**src/rtl/appro_div_pkg.sv**
```systemverilog
// Shared types and sizing helpers for the appro_div sequential restoring divider.
package appro_div_pkg;

  localparam int N_DEF = 3;

  typedef enum logic [1:0] {
    IDLE = 2'd0,
    BUSY = 2'd1,
    DONE = 2'd2
  } state_e;

  function automatic int cnt_width(input int n);
    return (2 * n > 2) ? $clog2(2 * n) : 1;
  endfunction

endpackage

```
**src/rtl/appro_div_step.sv**
```systemverilog
// One combinational restoring-division step: shift in a dividend bit, trial-subtract the divisor.
module appro_div_step #(
  parameter int N = 3
) (
  input  logic [N:0]   r_in,
  input  logic         bit_in,
  input  logic [N-1:0] divisor,
  output logic [N:0]   r_out,
  output logic         q_bit
);

  logic [N:0] r_sh;
  logic [N:0] dvs_ext;

  assign r_sh    = {r_in[N-1:0], bit_in};
  assign dvs_ext = {1'b0, divisor};
  // r_in[N] set means the shifted value already exceeds any N-bit divisor
  assign q_bit   = r_in[N] | (r_sh >= dvs_ext);
  assign r_out   = q_bit ? (r_sh - dvs_ext) : r_sh;

endmodule

```
**src/rtl/appro_div.sv**
```systemverilog
// Sequential unsigned restoring divider (2N-bit dividend / N-bit divisor), one quotient bit per cycle.
// Optional DIV_ZERO_DETECT_EN: zero divisor bypasses iteration and flags div_zero.
module appro_div
  import appro_div_pkg::*;
#(
  parameter int N = N_DEF
) (
  input  logic           clk,
  input  logic           rst,
  input  logic           in_valid,
  output logic           in_ready,
  input  logic [2*N-1:0] dividend,
  input  logic [N-1:0]   divisor,
  output logic           out_valid,
  input  logic           out_ready,
  output logic [2*N-1:0] quotient,
  output logic [N-1:0]   remainder,
  output logic           div_zero
);

  localparam int             CW   = cnt_width(N);
  localparam logic [CW-1:0]  LAST = CW'(2 * N - 1);

  state_e           state_q, state_d;
  logic [2*N-1:0]   dq_q, dq_d;
  logic [N:0]       r_q, r_d;
  logic [N-1:0]     dvs_q, dvs_d;
  logic [CW-1:0]    cnt_q, cnt_d;
  logic             rdy_q;
  logic [N:0]       step_r;
  logic             step_q;
`ifdef DIV_ZERO_DETECT_EN
  logic             dz_q, dz_d;
`endif

  // dq_q holds the remaining dividend bits at the top and collects quotient bits at the bottom
  appro_div_step #(.N(N)) u_step (
    .r_in    (r_q),
    .bit_in  (dq_q[2*N-1]),
    .divisor (dvs_q),
    .r_out   (step_r),
    .q_bit   (step_q)
  );

  always_comb begin
    state_d = state_q;
    dq_d    = dq_q;
    r_d     = r_q;
    dvs_d   = dvs_q;
    cnt_d   = cnt_q;
`ifdef DIV_ZERO_DETECT_EN
    dz_d    = dz_q;
`endif
    case (state_q)
      IDLE: begin
        if (in_valid && rdy_q) begin
          dq_d    = dividend;
          dvs_d   = divisor;
          r_d     = '0;
          cnt_d   = '0;
          state_d = BUSY;
`ifdef DIV_ZERO_DETECT_EN
          dz_d    = 1'b0;
          if (divisor == '0) begin
            dq_d    = '1;
            r_d     = {1'b0, dividend[N-1:0]};
            dz_d    = 1'b1;
            state_d = DONE;
          end
`endif
        end
      end
      BUSY: begin
        r_d   = step_r;
        dq_d  = {dq_q[2*N-2:0], step_q};
        cnt_d = cnt_q + 1'b1;
        if (cnt_q == LAST) state_d = DONE;
      end
      DONE: begin
        if (out_ready) state_d = IDLE;
      end
      default: state_d = IDLE;
    endcase
  end

  always_ff @(posedge clk or posedge rst) begin
    if (rst) begin
      state_q <= IDLE;
      dq_q    <= '0;
      r_q     <= '0;
      dvs_q   <= '0;
      cnt_q   <= '0;
      rdy_q   <= 1'b0;
`ifdef DIV_ZERO_DETECT_EN
      dz_q    <= 1'b0;
`endif
    end else begin
      state_q <= state_d;
      dq_q    <= dq_d;
      r_q     <= r_d;
      dvs_q   <= dvs_d;
      cnt_q   <= cnt_d;
      rdy_q   <= 1'b1;
`ifdef DIV_ZERO_DETECT_EN
      dz_q    <= dz_d;
`endif
    end
  end

  assign in_ready  = rdy_q && (state_q == IDLE);
  assign out_valid = (state_q == DONE);
  assign quotient  = out_valid ? dq_q : '0;
  assign remainder = out_valid ? r_q[N-1:0] : '0;
`ifdef DIV_ZERO_DETECT_EN
  assign div_zero  = out_valid && dz_q;
`else
  assign div_zero  = 1'b0;
`endif

endmodule

```
**config.mk**
```make
export PLATFORM = sky130hd
export DESIGN_NAME = appro_div
export DESIGN_NICKNAME = d
export VERILOG_FILES = /design/src/rtl/appro_div_pkg.sv /design/src/rtl/appro_div_step.sv /design/src/rtl/appro_div.sv
export SDC_FILE = /design/constraint.sdc
export NUM_CORES = 1
export LEC_CHECK = 0
export CORE_ASPECT_RATIO = 0.8
export CORE_MARGIN = 5
export CORE_UTILIZATION = 54
export CTS_BUF_LIST = sky130_fd_sc_hd__clkbuf_2 sky130_fd_sc_hd__clkbuf_4 sky130_fd_sc_hd__clkbuf_8
export CTS_CLUSTER_SIZE = 16
export DETAILED_ROUTE_END_ITERATION = 16
export HOLD_SLACK_MARGIN = 0.15
export PLACE_DENSITY_LB_ADDON = 0.3
export SLEW_MARGIN = 10
export SYNTH_ARGS = -nofsm -noshare
export SYNTH_HDL_FRONTEND = slang
export SYNTH_SLANG_ARGS = --single-unit
```
**constraint.sdc**
```tcl
create_clock -name clk -period 3.92 [get_ports clk]
set_clock_uncertainty 0.2 [all_clocks]
set_input_delay 0.392 -clock clk [delete_from_list [all_inputs] [get_ports clk]]
set_output_delay 0.392 -clock clk [all_outputs]
set_load 0.005 [all_outputs]
```
==> results.yml, run 1 <==
run_status:
  status: "finished clean"
timing:
  worst_pin_slew_ps: 697
  slew_viol_final: 0
  finalCritPeriodShare_pct: 60.5
  tns_ps: 0
  setup_viol: 0
  rsz0062_at_grt: "no"
  fmax_ghz: 0.422
  final-hold-violation-count: 0
  period_needed_ps: 2370
  setup_ws_ps: 1550
  slew_headroom_pct: 53.5
final_layout:
  layout.nets: 153
  postLayoutCellArea_um2: 1300
  area_growth_pct: 25.5
  diodes: 0
  post-route-util_pct: 70.1
  drive_gt1_share_pct: 4.51
  fillers: 154
cts:
  cts_buffer_depth: 2
  cts_tree: "yes"
  cts_resized: 0
  cts-buffers-inserted: 3
  postCtsHoldBufs: 0
  root_buffer: "clkbuf_4"
  postCtsSetupBuffers: 0
  clkTransAtPathRegs_ps: 110
  clock_sinks: 19
  clk_latency_ps: 300
  htreeDepth: 1
yosys:
  syn_inst: 111
  syn_nets: 130
  synth_seq_cells: 19
  yosys_warnings: 0
  syn-cell-area_um2: 1040
  avgSynthCellArea_um2: 9.34
  synth.distinct_cells: 31
  yosysTopAreaCellShare_pct: 45.8
  synth_top_area_cell: "dfrtp_1"
  ys_seq_area_share_pct: 45.8
  synthTopCellsByArea: "dfrtp_1 (46%), and2_1 (6.6%), ha_1 (6.0%)"
place:
  finalWeightedCongestion: 0.802
  dpl_worst_slack_ps: 1890
  placed_area_um2: 1270
  port_buffers: 23
  dp_hpwl_um: 1660
min_path:
  hold_class: "primary input to asynchronous set/reset pin"
global_route:
  grt_max_degree: 20
  gr-total-overflow: 0
  grt_pass1_vias: 836
  busiest_layer: "met2"
  grt_pass1_wl_um: 3540
  antenna_found_initial: 0
  grt_usage_pct: 15.8
  grt_use_met1_pct: 19.2
  grt_util_met3_pct: 3.17
  use_met2_pct: 26.8
critical_path:
  crit_type: "register to output port"
  cp-start-kind: "register"
  cp.required_ps: 3330
  path_max_fanout: 11
  end_kind: "output port"
  critPathArrivalTime_ps: 1780
pwr:
  power_density_nw_per_um2: 741
  leakagePower_nw: 0.582
  ir_drop_mv: 0.405
  finalPower_mw: 0.965
drt:
  routed_wl_um: 2090
  drt-initial-drc-count: 12
  vias_per_cell: 5.46
  firstDrtPassIters: 6
  drc: 0
  final_antenna_net_count: 0
  via_count: 857
  post_drt_wl_per_cell_um: 13.3
floorplanning:
  core_um2: 1860
  start_util_pct: 55.9
  io-pin-count: 25
  rows: 14
  die_area_um2: 2900
  die_w_um: 59
  die_y_um: 49.2
job:
  maxCapViolCount: 0
through the flow:
stage          hold WS (ps)  instances
2_1_floorplan           143        111
3_3_place_gp            278        153
3_5_place_dp            303        153
4_1_cts                 314        157
5_1_grt                 343        157
6_report                285        157
flip-flops by register name, indices dropped and copies added (netlist names):
register  cells
cnt_q         3
r_q           4
dvs_q         3
dq_q          6
rdy_q         1
state_q       2
layer usage:
metal	part of all wire (%)	vias to the layer above	routed length, um
met5	0	-	0
met4	1.5	0	31
met3	5.7	4	120
met2	49	20	1030
met1	44	415	915
li1	-	418	-
path summary, 6_finish.rpt:
| kind | to | cells after the start | start | slack [ps] |
|---|---|---|---|---|
| worst max-delay path | remainder[0] | 3 | state_q[0]$_DFFE_PP0P_ | 1550 |
| worst min-delay path | dvs_q[2]$_DFFE_PP0P_ | 2 | rst | 290 |
| worst max register to register | r_q[1]$_DFFE_PP0P_ | 7 | dq_q[5]$_DFFE_PP0P_ | 1880 |
| worst min register to register | dvs_q[0]$_DFFE_PP0P_ | 2 | dvs_q[0]$_DFFE_PP0P_ | 320 |
| max in group asynchronous | cnt_q[0]$_DFFE_PP0P_ | 2 | rst | 2790 |
| min in group clk | dvs_q[0]$_DFFE_PP0P_ | 2 | dvs_q[0]$_DFFE_PP0P_ | 320 |
power by group:
part	internal [mW]	leakage [nW]	total, mW	switching (mW)
Combinational	0.231	0.338	0.498	0.267
Clock	0.0466	0.0184	0.106	0.0595
Sequential	0.287	0.226	0.360	0.0732
layout make-up:
cell class                      count  area (um^2)  area share, %
Tap cell                           24         30.0           2.31
Timing Repair Buffer               23          230           17.7
Inverter                            7         26.3           2.02
Multi-Input combinational cell     80          509           39.1
Sequential cell                    19          475           36.5
Clock buffer                        4         30.0           2.31
cell usage in the layout, fill, tap and decap left out:
cell             count
a21oi_1              3
a21oi_2              1
a221o_1              1
a22o_1               3
a31oi_1              1
a41oi_1              1
and2_1              11
and2b_1              1
and3_1               1
clkbuf_4             4
clkdlybuf4s50_1     23
conb_1               2
dfrtp_1             19
fa_1                 1
ha_1                 5
inv_1                7
mux2i_1              1
nand2_1             10
nand2b_1             3
nand3_1              4
nor2_1              11
nor2b_1              1
nor3_4               1
nor3b_1              1
o21ai_0              7
o22ai_1              6
o31ai_1              1
or2_0                1
xnor2_1              1
xor2_1               1
cell usage after synthesis:
master and instances:
a41oi_1 1, buf_4 1, nand2_1 10, nor2_1 11, or2_0 1, o21ai_0 7, and2_1 11, and2b_1 1
inv_1 7, dfrtp_1 19, nor3b_1 1, a22o_1 3, o22ai_1 6, mux2i_1 1, conb_1 2, a31oi_1 1
nor3_4 1, and3_1 1, a21oi_2 1, xnor2_1 1, clkbuf_1 1, a21oi_1 3, ha_1 5, nand2b_1 3
buf_2 3, xor2_1 1, nand3_1 4, o31ai_1 1, nor2b_1 1, fa_1 1, a221o_1 1
cell families after synthesis:
logic type	synth area share [%]
simple gates	22.8
flops	45.8
fa+ha+maj	7.96
buf+inv	5.07
xor+xnor	1.69
compound gates	15.0
other cells	0.724
mux	0.965
worst max-delay path, cell delays in order, from the launching register on:
cell and delay (ps):
dfrtp_1 430, and2b_1 370, and2_1 180, clkdlybuf4s50_1 500
Power figures use the tool's default switching activity.
==> run 2: changes to the inputs <==
--- a/config.mk
+++ b/config.mk
@@ -7,7 +7,7 @@
 export LEC_CHECK = 0
 export CORE_ASPECT_RATIO = 0.8
 export CORE_MARGIN = 5
-export CORE_UTILIZATION = 54
+export CORE_UTILIZATION = 50
 export CTS_BUF_LIST = sky130_fd_sc_hd__clkbuf_2 sky130_fd_sc_hd__clkbuf_4 sky130_fd_sc_hd__clkbuf_8
 export CTS_CLUSTER_SIZE = 16
 export DETAILED_ROUTE_END_ITERATION = 16
==> constraint.sdc (replaced) <==
create_clock -name clk -period 2.48 [get_ports clk]
set_clock_uncertainty 0.2 [all_clocks]
set_input_delay 0.248 -clock clk [delete_from_list [all_inputs] [get_ports clk]]
set_output_delay 0.248 -clock clk [all_outputs]
set_load 0.005 [all_outputs]
==> results.yml, run 2 (synthesis results as in run 1) <==
drt:
  post_drt_wl_per_cell_um: 14.4
  firstDrtPassIters: 4
  drt-initial-drc-count: 15
  routed_wl_um: 2260
  via_count: 857
  drc: 0
  vias_per_cell: 5.46
  final_antenna_net_count: 0
final_layout:
  reg_top3: "dq_q (6), r_q (4)"
  postLayoutCellArea_um2: 1300
  diodes: 0
  largest_reg_flops: 6
  drive_gt1_share_pct: 4.51
  layout.nets: 153
  final_cell_mix: "clkdlybuf4s50_1 (23), dfrtp_1 (19), nor2_1 (11), and2_1 (11), nand2_1 (10)"
  seq_area_um2: 475
  final_common_cell: "clkdlybuf4s50_1"
  post-route-util_pct: 67.5
  regMostFlops: "dq_q"
  multi_input_area_um2: 509
  fin_cells: 157
  area_growth_pct: 25.5
  fillers: 172
place:
  finalWeightedCongestion: 0.869
  port_buffers: 23
  placed_area_um2: 1270
  dp_hpwl_um: 1750
  dp.cells: 153
timing:
  tns_ps: 0
  rsz0062_at_grt: "no"
  period_needed_ps: 2260
  finalCritPeriodShare_pct: 91.3
  worst_pin_slew_ps: 729
  slew_viol_final: 0
  final-hold-violation-count: 0
  setup_viol: 0
  fmax_ghz: 0.442
  slew_headroom_pct: 51.3
cts:
  cts-buffers-inserted: 3
  clkTransAtPathRegs_ps: 100
  cts_resized: 0
  clk_latency_ps: 300
  postCtsSetupBuffers: 0
  clock_sinks: 19
  cts_buffer_depth: 2
  root_buffer: "clkbuf_4"
  cts_tree: "yes"
  postCtsHoldBufs: 0
  htreeDepth: 1
floorplanning:
  start_util_pct: 53.8
  die_w_um: 60.9
  core_um2: 1930
  die_area_um2: 3090
  die_y_um: 50.7
  rows: 14
  io-pin-count: 25
critical_path:
  cp.required_ps: 2030
  path_max_fanout: 11
  critPathSlowestCell: "clkdlybuf4s50_1"
  crit_type: "register to output port"
  end_kind: "output port"
  cpPeakStageDelay_ps: 510
  critPathArrivalTime_ps: 1820
  crit_start: "state_q[0]$_DFFE_PP0P_"
  r2r_start: "dq_q[5]$_DFFE_PP0P_"
  cp-start-kind: "register"
  path_cells: "and2b_1, and2_1, clkdlybuf4s50_1"
global_route:
  gr-total-overflow: 0
  grt_pass1_vias: 849
  grt_use_met1_pct: 21.7
  use_met2_pct: 26.7
  grt_util_met3_pct: 4.87
  grt_pass1_wl_um: 3820
  grt_max_degree: 20
  grt_usage_pct: 16.6
  busiest_layer: "met2"
  antenna_found_initial: 0
pwr:
  leakagePower_nw: 0.582
  power_density_nw_per_um2: 1190
  ir_drop_mv: 0.733
  finalPower_mw: 1.54
job:
  maxCapViolCount: 0
min_path:
  hold_class: "primary input to asynchronous set/reset pin"
run_status:
  status: "finished clean"
-- run 2: where the power goes --
group          switching [mW]  internal, mW
combinational           0.437         0.366
sequential              0.118         0.454
clock                  0.0934        0.0736
total                   0.649         0.893
-- run 2: metrics by stage --
stage	hold WS [ps]	setup slack (ps)
final	162	215
after global routing	236	105
after CTS	185	217
after detailed placement	287	527
after global placement	273	557
after floorplan	-0.868	678
-- run 2: cell type report --
class	instances	share of cell area, %
Clock buffer	4	2.31
Inverter	7	2.02
Multi-Input combinational cell	80	39.1
Sequential cell	19	36.5
Tap cell	24	2.31
Timing Repair Buffer	23	17.7
-- run 2: path summary, 6_finish.rpt --
path | slack, ps | cells after the start | end
setup / recovery | 220 | 3 | quotient[2]
hold reg to reg | 300 | 2 | dvs_q[0]$_DFFE_PP0P_
setup reg to reg | 480 | 7 | r_q[1]$_DFFE_PP0P_
hold / removal | 160 | 2 | cnt_q[0]$_DFFE_PP0P_
max in group asynchronous | 1460 | 2 | dvs_q[1]$_DFFE_PP0P_
min in group clk | 270 | 3 | dvs_q[0]$_DFFE_PP0P_
-- run 2: layer usage --
layer  vias to the layer above  wire, um
met1                       406      1030
met5                         -         0
met4                         0        11
met2                        30      1070
li1                        419         -
met3                         2       147
-- run 2: critical path: cells and delay by family, from the launching register on --
family	cells	cell delay, ps
buffers and inverters	1	510
DFF	1	430
and+or+nand+nor	2	580
==> run 3: changes to the inputs <==
--- a/config.mk
+++ b/config.mk
@@ -6,7 +6,6 @@
 export NUM_CORES = 1
 export LEC_CHECK = 0
 export CORE_ASPECT_RATIO = 0.8
-export CORE_MARGIN = 5
 export CORE_UTILIZATION = 50
 export CTS_BUF_LIST = sky130_fd_sc_hd__clkbuf_2 sky130_fd_sc_hd__clkbuf_4 sky130_fd_sc_hd__clkbuf_8
 export CTS_CLUSTER_SIZE = 16
==> results.yml, run 3 (synthesis results as in run 1) <==
run_status:
  status: "finished clean"
floorplanning:
  die_y_um: 42.7
  die_w_um: 52.9
  rows: 14
  start_util_pct: 54.3
  io-pin-count: 25
  die_area_um2: 2260
  core_um2: 1910
timing:
  tns_ps: 0
  final-hold-violation-count: 0
  finalCritPeriodShare_pct: 92.1
  setup_viol: 0
  slew_viol_final: 0
  worst_pin_slew_ps: 719
  rsz0062_at_grt: "no"
  fmax_ghz: 0.438
  period_needed_ps: 2280
  slew_headroom_pct: 52.0
global_route:
  gr-total-overflow: 0
  grt_max_degree: 20
  grt_pass1_wl_um: 3690
  grt_pass1_vias: 846
  antenna_found_initial: 0
  grt_usage_pct: 22.5
cts:
  clk_latency_ps: 300
  clkTransAtPathRegs_ps: 110
  cts-buffers-inserted: 3
  htreeDepth: 1
  cts_resized: 0
  cts_buffer_depth: 2
  clock_sinks: 19
  cts_tree: "yes"
  root_buffer: "clkbuf_4"
  postCtsSetupBuffers: 0
  postCtsHoldBufs: 0
critical_path:
  crit_start: "state_q[0]$_DFFE_PP0P_"
  cp.required_ps: 2030
  r2r_start: "dq_q[5]$_DFFE_PP0P_"
  path_max_fanout: 11
  end_kind: "output port"
  critPathArrivalTime_ps: 1840
  r2r_slack_ps: 510
  crit_type: "register to output port"
  cp-start-kind: "register"
  reg2regPathDepth: 7
drt:
  routed_wl_um: 2190
  via_count: 862
  post_drt_wl_per_cell_um: 13.9
  firstDrtPassIters: 4
  final_antenna_net_count: 0
  vias_per_cell: 5.49
  drt-initial-drc-count: 23
  drc: 0
pwr:
  p_sw_share_pct: 42.1
  ir_drop_mv: 0.647
  intPower_mw: 0.894
  switchingPower_mw: 0.650
  pwr-share-clk_pct: 11.1
  leakagePower_nw: 0.582
  power_frac_seq_pct: 37.0
  pwr-share-comb_pct: 51.9
  power_density_nw_per_um2: 1190
final_layout:
  final_cell_mix: "clkdlybuf4s50_1 (23), dfrtp_1 (19), nor2_1 (11), and2_1 (11), nand2_1 (10)"
  area_growth_pct: 25.5
  post-route-util_pct: 68.2
  largest_reg_flops: 6
  drive_gt1_share_pct: 4.51
  regMostFlops: "dq_q"
  final_common_cell: "clkdlybuf4s50_1"
  diodes: 0
  layout.nets: 153
  reg_top3: "dq_q (6), r_q (4)"
  fin_cells: 157
place:
  dp_hpwl_um: 1620
  port_buffers: 23
  finalWeightedCongestion: 0.770
  dp.cells: 153
min_path:
  hold_class: "primary input to asynchronous set/reset pin"
job:
  maxCapViolCount: 0
## run 3: cell counts in the layout (fill, tap and decap cells not counted)
Identical to the previous run, type by type.
## run 3: path summary, 6_finish.rpt
check,end
max,quotient[5]
min in group clk,dvs_q[0]$_DFFE_PP0P_
min,dvs_q[1]$_DFFE_PP0P_
max in group asynchronous,cnt_q[0]$_DFFE_PP0P_
max reg2reg,r_q[1]$_DFFE_PP0P_
min reg2reg,dvs_q[0]$_DFFE_PP0P_
## run 3: area by class of cell
| type | count | area (um^2) |
|---|---|---|
| Fill cell | 168 | 608 |
| Multi-Input combinational cell | 80 | 509 |
| Sequential cell | 19 | 475 |
| Timing Repair Buffer | 23 | 230 |
| Clock buffer | 4 | 30.0 |
| Tap cell | 24 | 30.0 |
| Inverter | 7 | 26.3 |
## run 3: per-layer routing
| metal | share of wire (%) | routed length, um | GRT usage [%] | up-vias |
|---|---|---|---|---|
| li1 | - | - | - | 417 |
| met1 | 47 | 1030 | 29.5 | 413 |
| met2 | 48 | 1040 | 38.5 | 30 |
| met3 | 4.2 | 92 | 3.23 | 2 |
| met4 | 0.82 | 18 | 6.32 | 0 |
| met5 | 0 | 0 | 0 | - |
## run 3: through the flow
| step | cell area (um^2) | hold WS (ps) | power (mW) | setup slack (ps) |
|---|---|---|---|---|
| global placement | 1270 | 280 | 1.32 | 567 |
| finish | 1300 | 148 | 1.54 | 195 |
| floorplan | 1040 | -0.868 | 1.16 | 678 |
| detailed placement | 1270 | 287 | 1.36 | 562 |
| global route | 1300 | 231 | 1.69 | 138 |
| CTS | 1300 | 167 | 1.54 | 220 |
## run 3: power groups by stage
stage	registers (mW)	logic, mW	clock network (mW)
after floorplan	0.547	0.617	0
after detailed placement	0.575	0.789	0
final	0.571	0.801	0.172
after global routing	0.595	0.904	0.187
after CTS	0.570	0.796	0.176
after global placement	0.569	0.752	0
## run 3: critical path: stages (launching register included)
cell and delay, ps:
dfrtp_1 440, and2b_1 400, and2_1 200, clkdlybuf4s50_1 500
